--- src/rtl/imem_loader_pkg.sv ---
// Shared definitions for the instruction-memory boot loader.
// Optional checksum feature is selected with IMEM_LOADER_CHECKSUM_EN.
package imem_loader_pkg;

    localparam int BYTES_PER_WORD = 4;
    localparam int LEN_BYTES      = 2;
    localparam int LANE_W         = $clog2(BYTES_PER_WORD);

    typedef logic [2:0] loader_state_t;

    localparam loader_state_t LEN_LO = 3'd0;
    localparam loader_state_t LEN_HI = 3'd1;
    localparam loader_state_t DATA   = 3'd2;
    localparam loader_state_t WRITE  = 3'd3;
    localparam loader_state_t CSUM   = 3'd4;
    localparam loader_state_t DONE   = 3'd5;
    localparam loader_state_t ERROR  = 3'd6;

    // States in which the loader consumes a byte from the host.
    function automatic logic state_accepts(loader_state_t s);
        return (s == LEN_LO) || (s == LEN_HI) || (s == DATA) || (s == CSUM);
    endfunction

endpackage

--- src/rtl/imem_boot_loader_word_packer.sv ---
// Little-endian byte-to-word packer: bytes shift in from the top so the
// first byte ends up in [7:0]; word_full pulses the cycle after byte 4.
module word_packer
    import imem_loader_pkg::*;
(
    input  logic              clk,
    input  logic              reset,
    input  logic              clear,
    input  logic              byte_valid,
    input  logic [7:0]        byte_data,
    output logic [31:0]       word,
    output logic [LANE_W-1:0] lane,
    output logic              word_full
);

    always_ff @(posedge clk) begin
        if (reset || clear) begin
            word      <= '0;
            lane      <= '0;
            word_full <= 1'b0;
        end else begin
            word_full <= byte_valid && (lane == LANE_W'(BYTES_PER_WORD - 1));
            if (byte_valid) begin
                word <= {byte_data, word[31:8]};
                lane <= lane + LANE_W'(1);
            end
        end
    end

endmodule

--- src/rtl/imem_boot_loader.sv ---
// Framed byte-stream loader writing instruction memory from address 0 and
// holding the core in reset until the image is in. Checksum: IMEM_LOADER_CHECKSUM_EN.
module imem_boot_loader
    import imem_loader_pkg::*;
#(
    parameter int ADDR_W     = 8,
    parameter int IMEM_DEPTH = 256
) (
    input  logic              clk,
    input  logic              reset,
    input  logic              rx_valid,
    input  logic [7:0]        rx_data,
    output logic              rx_ready,
    output logic              imem_we,
    output logic [ADDR_W-1:0] imem_addr,
    output logic [31:0]       imem_wdata,
    output logic              core_reset,
    output logic              load_done,
    output logic              load_error
);

`ifdef IMEM_LOADER_CHECKSUM_EN
    localparam loader_state_t TAIL = CSUM;
`else
    localparam loader_state_t TAIL = DONE;
`endif

    loader_state_t     state, state_nxt;
    logic [7:0]        len_lo;
    logic [15:0]       words_left;
    logic [ADDR_W-1:0] addr;
    logic              accept;
    logic [15:0]       len_full;
    logic              len_too_big;
    logic              pk_clear, pk_valid, pk_full;
    logic [31:0]       pk_word;
    logic [LANE_W-1:0] pk_lane;

    assign accept      = rx_valid && rx_ready;
    assign len_full    = {rx_data, len_lo};
    assign len_too_big = {1'b0, len_full} > 17'(IMEM_DEPTH);
    assign pk_clear    = (state == LEN_HI) && accept;
    assign pk_valid    = (state == DATA) && accept;

    word_packer u_packer (
        .clk        (clk),
        .reset      (reset),
        .clear      (pk_clear),
        .byte_valid (pk_valid),
        .byte_data  (rx_data),
        .word       (pk_word),
        .lane       (pk_lane),
        .word_full  (pk_full)
    );

    // The packer's register holds the word stable through WRITE, and its
    // word_full flag is high for exactly that cycle.
    assign imem_we    = pk_full;
    assign imem_wdata = pk_word;
    assign imem_addr  = addr;

`ifdef IMEM_LOADER_CHECKSUM_EN
    logic [7:0] csum;

    always_ff @(posedge clk) begin
        if (reset || pk_clear)
            csum <= '0;
        else if (pk_valid)
            csum <= csum + rx_data;
    end
`endif

    always_comb begin
        state_nxt = state;
        case (state)
            LEN_LO: if (accept) state_nxt = LEN_HI;
            LEN_HI: begin
                if (accept) begin
                    if (len_full == 16'd0)
                        state_nxt = TAIL;
                    else if (len_too_big)
                        state_nxt = ERROR;
                    else
                        state_nxt = DATA;
                end
            end
            DATA: begin
                if (accept && (pk_lane == LANE_W'(BYTES_PER_WORD - 1)))
                    state_nxt = WRITE;
            end
            WRITE: state_nxt = (words_left == 16'd1) ? TAIL : DATA;
`ifdef IMEM_LOADER_CHECKSUM_EN
            CSUM: begin
                if (accept)
                    state_nxt = (rx_data == csum) ? DONE : ERROR;
            end
`endif
            default: state_nxt = state;
        endcase
    end

    // Status outputs are registered from the next state so they change on
    // the same edge as the state itself.
    always_ff @(posedge clk) begin
        if (reset) begin
            state      <= LEN_LO;
            len_lo     <= '0;
            words_left <= '0;
            addr       <= '0;
            rx_ready   <= 1'b0;
            core_reset <= 1'b1;
            load_done  <= 1'b0;
            load_error <= 1'b0;
        end else begin
            state      <= state_nxt;
            rx_ready   <= state_accepts(state_nxt);
            core_reset <= (state_nxt != DONE);
            load_done  <= (state_nxt == DONE);
            load_error <= (state_nxt == ERROR);
            if ((state == LEN_LO) && accept)
                len_lo <= rx_data;
            if (pk_clear)
                words_left <= len_full;
            if (state == WRITE) begin
                addr       <= addr + ADDR_W'(1);
                words_left <= words_left - 16'd1;
            end
        end
    end

endmodule
--- config.mk ---
export PLATFORM = sky130hd
export DESIGN_NAME = imem_boot_loader
export DESIGN_NICKNAME = d
export VERILOG_FILES = /design/src/rtl/imem_loader_pkg.sv /design/src/rtl/imem_boot_loader_word_packer.sv /design/src/rtl/imem_boot_loader.sv
export SDC_FILE = /design/constraint.sdc
export NUM_CORES = 1
export LEC_CHECK = 0
export BUFFER_PORTS_ARGS = -buffer_cell sky130_fd_sc_hd__buf_2
export CAP_MARGIN = 0
export CORE_ASPECT_RATIO = 0.9
export CORE_MARGIN = 8
export CORE_UTILIZATION = 50
export DETAILED_ROUTE_END_ITERATION = 8
export PLACE_DENSITY = 0.69
export SYNTH_ARGS = -nofsm -noshare
export SYNTH_HDL_FRONTEND = slang
export SYNTH_HIERARCHICAL = 1
export SYNTH_SLANG_ARGS = --single-unit
--- constraint.sdc ---
create_clock -name clk -period 2.5 [get_ports clk]
set_input_delay 0.25 -clock clk [delete_from_list [all_inputs] [get_ports clk]]
set_output_delay 0.25 -clock clk [all_outputs]
set_load 0.005 [all_outputs]
==> qor.yml, run 1 <==
numCtsBuffers: 9
fin_setup_tns_ns: 0
track_usage: 0.157
cts.sinks: 74
multi_input_area_um2: 1500
cts_resized: 0
antennaDiodeCount: 0
ff2ff_setup_slack_ns: 0.30
die_w_um: 99.6
rsz0062_at_grt: "false"
cts_tree: "yes"
drt_iter0_drc: 154
insertion_delay_ns: 0.34
slew_viol_final: 0
dp_hpwl_mm: 4.91
cp.required_ns: 2.72
fin_crit_sh: 0.878
path_class: "flip-flop to flip-flop"
grt_pass1_wl_mm: 11.5
grt_start_max_net_pins: 36
drt-pass1-iter-count: 4
cpPeakStageDelay_ns: 0.59
finalWirelength_mm: 6.86
synth_seq_cells: 74
ys_async_sr_fraction: 0
path_buf_inv: 0
rows: 27
setup_viol: 0
wl_per_cell_um: 14.3
num_io_pins: 56
crit_path_start_kind: "flip-flop"
fin_cells: 479
portBuffers: 55
hold_buffers: 0
via_per_inst: 5.22
netlist_area_um2: 3140
power_leakage_nw: 1.50
antenna_found_initial: 0
finalHoldViolations: 0
min_period_ns: 2.20
arrival_ns: 2.42
avgSynthCellArea_um2: 9.46
ir_drop_mv: 0.568
critPathTopFamily: "simple AND/OR/NAND/NOR gates"
die_h_um: 91.2
fin_nets: 404
syn-num-nets: 347
start_util: 0.514
postRouteAntennaNets: 0
powerDensity_nw_per_um2: 651
grt_pass1_vias: 2382
vias: 2502
max_freq_mhz: 455
cp_slowest_cell: "or4_4"
coreArea_um2: 6110
clk_pin_slew_ns: 0.07
synth_flop_cell: "dfxtp_1"
routabilityCongestion: 0.843
status: "finished, final reports clean"
path_common_cell: "nor3_1"
seq_area_frac_synth: 0.472
synth-edff-count: 0
netlist_instances: 332
tightest_slew_ns: 0.568
cp_cell_sequence: "or4_4 -> nand4bb_4 -> nor3_1 -> nor3_1 -> maj3_1 -> nor2b_4"
path_max_fanout: 8
syn2layout_area_growth_pct: 17.4
slew_headroom: 0.621
die_area_um2: 9080
synth.distinct_cells: 42
final_util: 0.603
fillers: 551
hp-class: "input pin to flip-flop"
yosys_warnings: 6
placed_cells: 465
clk_path_buf_depth: 2
clock-root-buffer: "clkbuf_8"
end_kind: "flip-flop"
grt_overflow: 0
layout-drive-gt1-share: 0.227
clock_skew_ns: 0.00668
post_cts_buffers: 0
drc: 0
regArea_um2: 1480
cts_max_level: 3
cap_violations: 0
-- power by group --
group / internal [mW] / switching, mW / total, mW
sequential: 1.20 / 0.0204 / 1.22
combinational: 0.0602 / 0.0824 / 0.143
clock: 0.633 / 0.406 / 1.04
total: 1.89 / 0.509 / 2.40
-- cells in the final DEF, fill, tap and decap left out, types with 3 or more instances in the layout --
| cell type | n |
|---|---|
| buf_4 | 11 |
| and3_1 | 3 |
| nand4b_1 | 3 |
| xnor2_1 | 3 |
| dfxtp_1 | 74 |
| nor2_1 | 62 |
| xor2_1 | 5 |
| ha_1 | 4 |
| o21ai_0 | 11 |
| clkbuf_8 | 12 |
| or4_1 | 4 |
| a21oi_1 | 23 |
| mux2i_1 | 42 |
| nand3_1 | 9 |
| o211ai_1 | 3 |
| buf_2 | 55 |
| nor4_1 | 7 |
| nor3_1 | 10 |
| nand2_1 | 14 |
| a31oi_1 | 4 |
| or3_1 | 4 |
| inv_1 | 3 |
-- worst paths after layout --
kind	from	endpoint	cells past startpoint
max	words_left[2]	rx_ready	6
min	rx_data[4]	words_left[12]	3
max reg2reg	words_left[2]	rx_ready	6
min reg2reg	words_left[1]	words_left[1]	2
-- state kept, by name (all words and copies together), names as in the netlist --
register,count
core_reset,1
imem_addr,8
len_lo,8
load_done,1
load_error,1
rx_ready,1
state,3
u_packer/lane,2
u_packer/word,32
u_packer/word_full,1
words_left,16
-- worst reg2reg max path: stages (launching register included) --
cell	delay (ns)
dfxtp_1	0.37
or4_4	0.59
nand4bb_4	0.23
nor3_1	0.25
nor3_1	0.14
maj3_1	0.38
nor2b_4	0.13
-- stage by stage --
step	worst slack (ns)	hold slack, ns	power [mW]	area [um^2]
CTS	0.325	0.173	2.43	3690
floorplan	0.462	0.386	1.35	3140
global route	0.187	0.186	2.49	3690
global placement	0.286	0.458	1.38	3460
detailed placement	0.259	0.459	1.39	3460
finish	0.304	0.189	2.40	3690
-- synthesized netlist by cell type, types with 5 or more instances --
cell,instances,share of area
buf_6,5,0.018
nand3_1,9,0.014
nand2_1,14,0.017
dfxtp_1,74,0.47
clkbuf_1,8,0.0096
a21oi_1,23,0.037
nor3_1,11,0.018
mux2i_1,42,0.13
o21ai_0,11,0.018
xor2_1,5,0.014
nor4_1,7,0.014
nor2_1,62,0.074
-- cells by family (layout without fill, tap and decap cells) --
logic type / after synthesis / after routing / share of synthesized area
and+or+nand+nor: 133 / 133 / 0.216
DFF: 74 / 74 / 0.472
adders and majority gates: 5 / 5 / 0.0191
xor gates and xnor gates: 8 / 8 / 0.0223
muxes: 42 / 42 / 0.134
AOI/OAI and AO/OA: 47 / 47 / 0.0856
buffers and inverters: 23 / 83 / 0.0518
-- area by class of cell --
type / count / share of cell area
multi-input cells: 235 / 0.408
flip-flops and latches: 74 / 0.402
repair buffers: 66 / 0.0970
clock buffers: 12 / 0.0448
well taps: 87 / 0.0295
clock inverters: 2 / 0.0163
inverters: 3 / 0.00305
-- routing by layer --
metal  track usage  vias up  part of all wire
li1              -     1280                 -
met1         0.190     1156              0.45
met2         0.249       58              0.48
met3        0.0580        8             0.058
met4        0.0542        0             0.014
met5             0        -                 0
No activity file was read; power rests on OpenSTA's default activity.
==> inputs of run 2 (changes only) <==
==> constraint.sdc (replaced) <==
create_clock -name clk -period 2.3 [get_ports clk]
set_input_delay 0.23 -clock clk [delete_from_list [all_inputs] [get_ports clk]]
set_output_delay 0.23 -clock clk [all_outputs]
set_load 0.005 [all_outputs]
==> run 2 against run 1 <==
  * Combinational power up 12%
  * Total power is 5.1% higher
  * Sequential power is 8% higher
  * Critical endpoint unchanged
==> qor.yml, run 2 (synthesized netlist as in run 1, its figures left out) <==
status: "finished, final reports clean"
antennaDiodeCount: 0
cts.sinks: 74
fin_setup_tns_ns: 0
coreArea_um2: 6110
crit_path_start_kind: "flip-flop"
path_class: "flip-flop to flip-flop"
start_util: 0.514
powerDensity_nw_per_um2: 679
tightest_slew_ns: 0.477
top_regs: "u_packer/word: 32 flops, words_left: 16 flops"
met2_length_mm: 3.21
end_kind: "flip-flop"
grt_start_max_net_pins: 36
routabilityCongestion: 0.793
postRouteAntennaNets: 0
swShare: 0.251
insertion_delay_ns: 0.35
ir_drop_mv: 0.525
drt-pass1-iter-count: 4
clk_path_buf_depth: 2
cts_max_level: 3
dp_hpwl_mm: 4.98
p_switching_mw: 0.632
preCtsSetupSlack_ns: 0.0819
finalWorstSetupSlack_ns: 0.147
fin_nets: 406
cts_tree: "yes"
grt_overflow: 0
via_per_inst: 5.37
cap_violations: 0
finalWirelength_mm: 6.90
topRoutingLayerUsed: "met4"
slew_headroom: 0.679
layout-drive-gt1-share: 0.235
layout_commonest_cell: "dfxtp_1"
comb_power_share: 0.064
min_period_ns: 2.15
die_area_um2: 9080
clk_pin_slew_ns: 0.08
grt_pass1_wl_mm: 11.5
path_max_fanout: 3
clock-root-buffer: "clkbuf_8"
layout_common_cells: "74 x dfxtp_1, 62 x nor2_1, 55 x buf_2"
post_cts_buffers: 0
die_h_um: 91.2
clkPwrFrac: 0.412
track_usage: 0.153
placed_area_um2: 3500
fin_area_um2: 3710
rsz0062_at_grt: "false"
max_freq_mhz: 465
intPower_mw: 1.89
setup_viol: 0
final_util: 0.607
cp.required_ns: 2.54
vias: 2592
drt_iter0_drc: 145
wl_met1_mm: 3.25
die_w_um: 99.6
wl_per_cell_um: 14.3
arrival_ns: 2.39
fin_crit_sh: 0.936
antenna_found_initial: 0
dr_wl_met3_um: 327
portBuffers: 55
cts_resized: 0
syn2layout_area_growth_pct: 18.1
num_io_pins: 56
hp-class: "input pin to flip-flop"
drc: 0
rows: 27
largest_reg_flops: 32
top_register: "u_packer/word"
power_leakage_nw: 1.50
clock_skew_ns: 0.0104
hold_buffers: 0
finalHoldViolations: 0
slew_viol_final: 0
numCtsBuffers: 9
pwr-share-seq: 0.524
grt_pass1_vias: 2368
[run 2: cell types whose count changed in the layout (fill, tap and decap cells not counted)]
| cell | before | now |
|---|---|---|
| bufinv_16 | 2 | 1 |
| inv_6 | 0 | 1 |
| clkinv_4 | 0 | 1 |
| inv_8 | 0 | 2 |
| clkbuf_8 | 12 | 9 |
| buf_12 | 0 | 2 |
| clkinvlp_4 | 0 | 2 |
[run 2: cell type report]
type / instances / area, um^2
Multi-Input combinational cell: 235 / 1500
Clock inverter: 7 / 85.1
Clock buffer: 9 / 124
Sequential cell: 74 / 1480
Tap cell: 87 / 109
Fill cell: 538 / 2400
Timing Repair Buffer: 68 / 398
Inverter: 3 / 11.3
[run 2: layer usage]
metal / track usage / vias to the layer above
met4: 0.0605 / 0
met2: 0.247 / 63
met3: 0.0442 / 13
met5: 0 / -
li1: - / 1289
met1: 0.189 / 1227
[run 2: metrics by stage]
step / power (mW) / hold slack [ns] / instances
global placement: 1.51 / 0.457 / 467
CTS: 2.55 / 0.147 / 483
floorplan: 1.46 / 0.366 / 332
detailed placement: 1.51 / 0.460 / 467
global route: 2.62 / 0.162 / 483
finish: 2.52 / 0.157 / 483
[run 2: final timing paths]
kind,slack [ns],start,to,depth (start not counted)
worst max-delay path,0.15,len_lo[3],rx_ready,6
worst min register to register,0.47,words_left[1],words_left[1],2
worst min-delay path,0.16,rx_data[4],words_left[12],3
worst max register to register,0.15,len_lo[3],rx_ready,6
[run 2: power by group through the flow]
stage	Clock [mW]	Combinational, mW	Sequential [mW]
2_1_floorplan	0	0.124	1.34
3_3_place_gp	0	0.158	1.35
3_5_place_dp	0	0.160	1.35
4_1_cts	1.07	0.161	1.32
5_1_grt	1.12	0.177	1.32
6_report	1.04	0.160	1.32
[run 2: critical path: stages (launching register included)]
cell and delay [ns]:
dfxtp_1 0.33, or4_1 0.60, or3_1 0.37, a31oi_1 0.16
nor3_1 0.10, maj3_1 0.37, nor2b_4 0.13
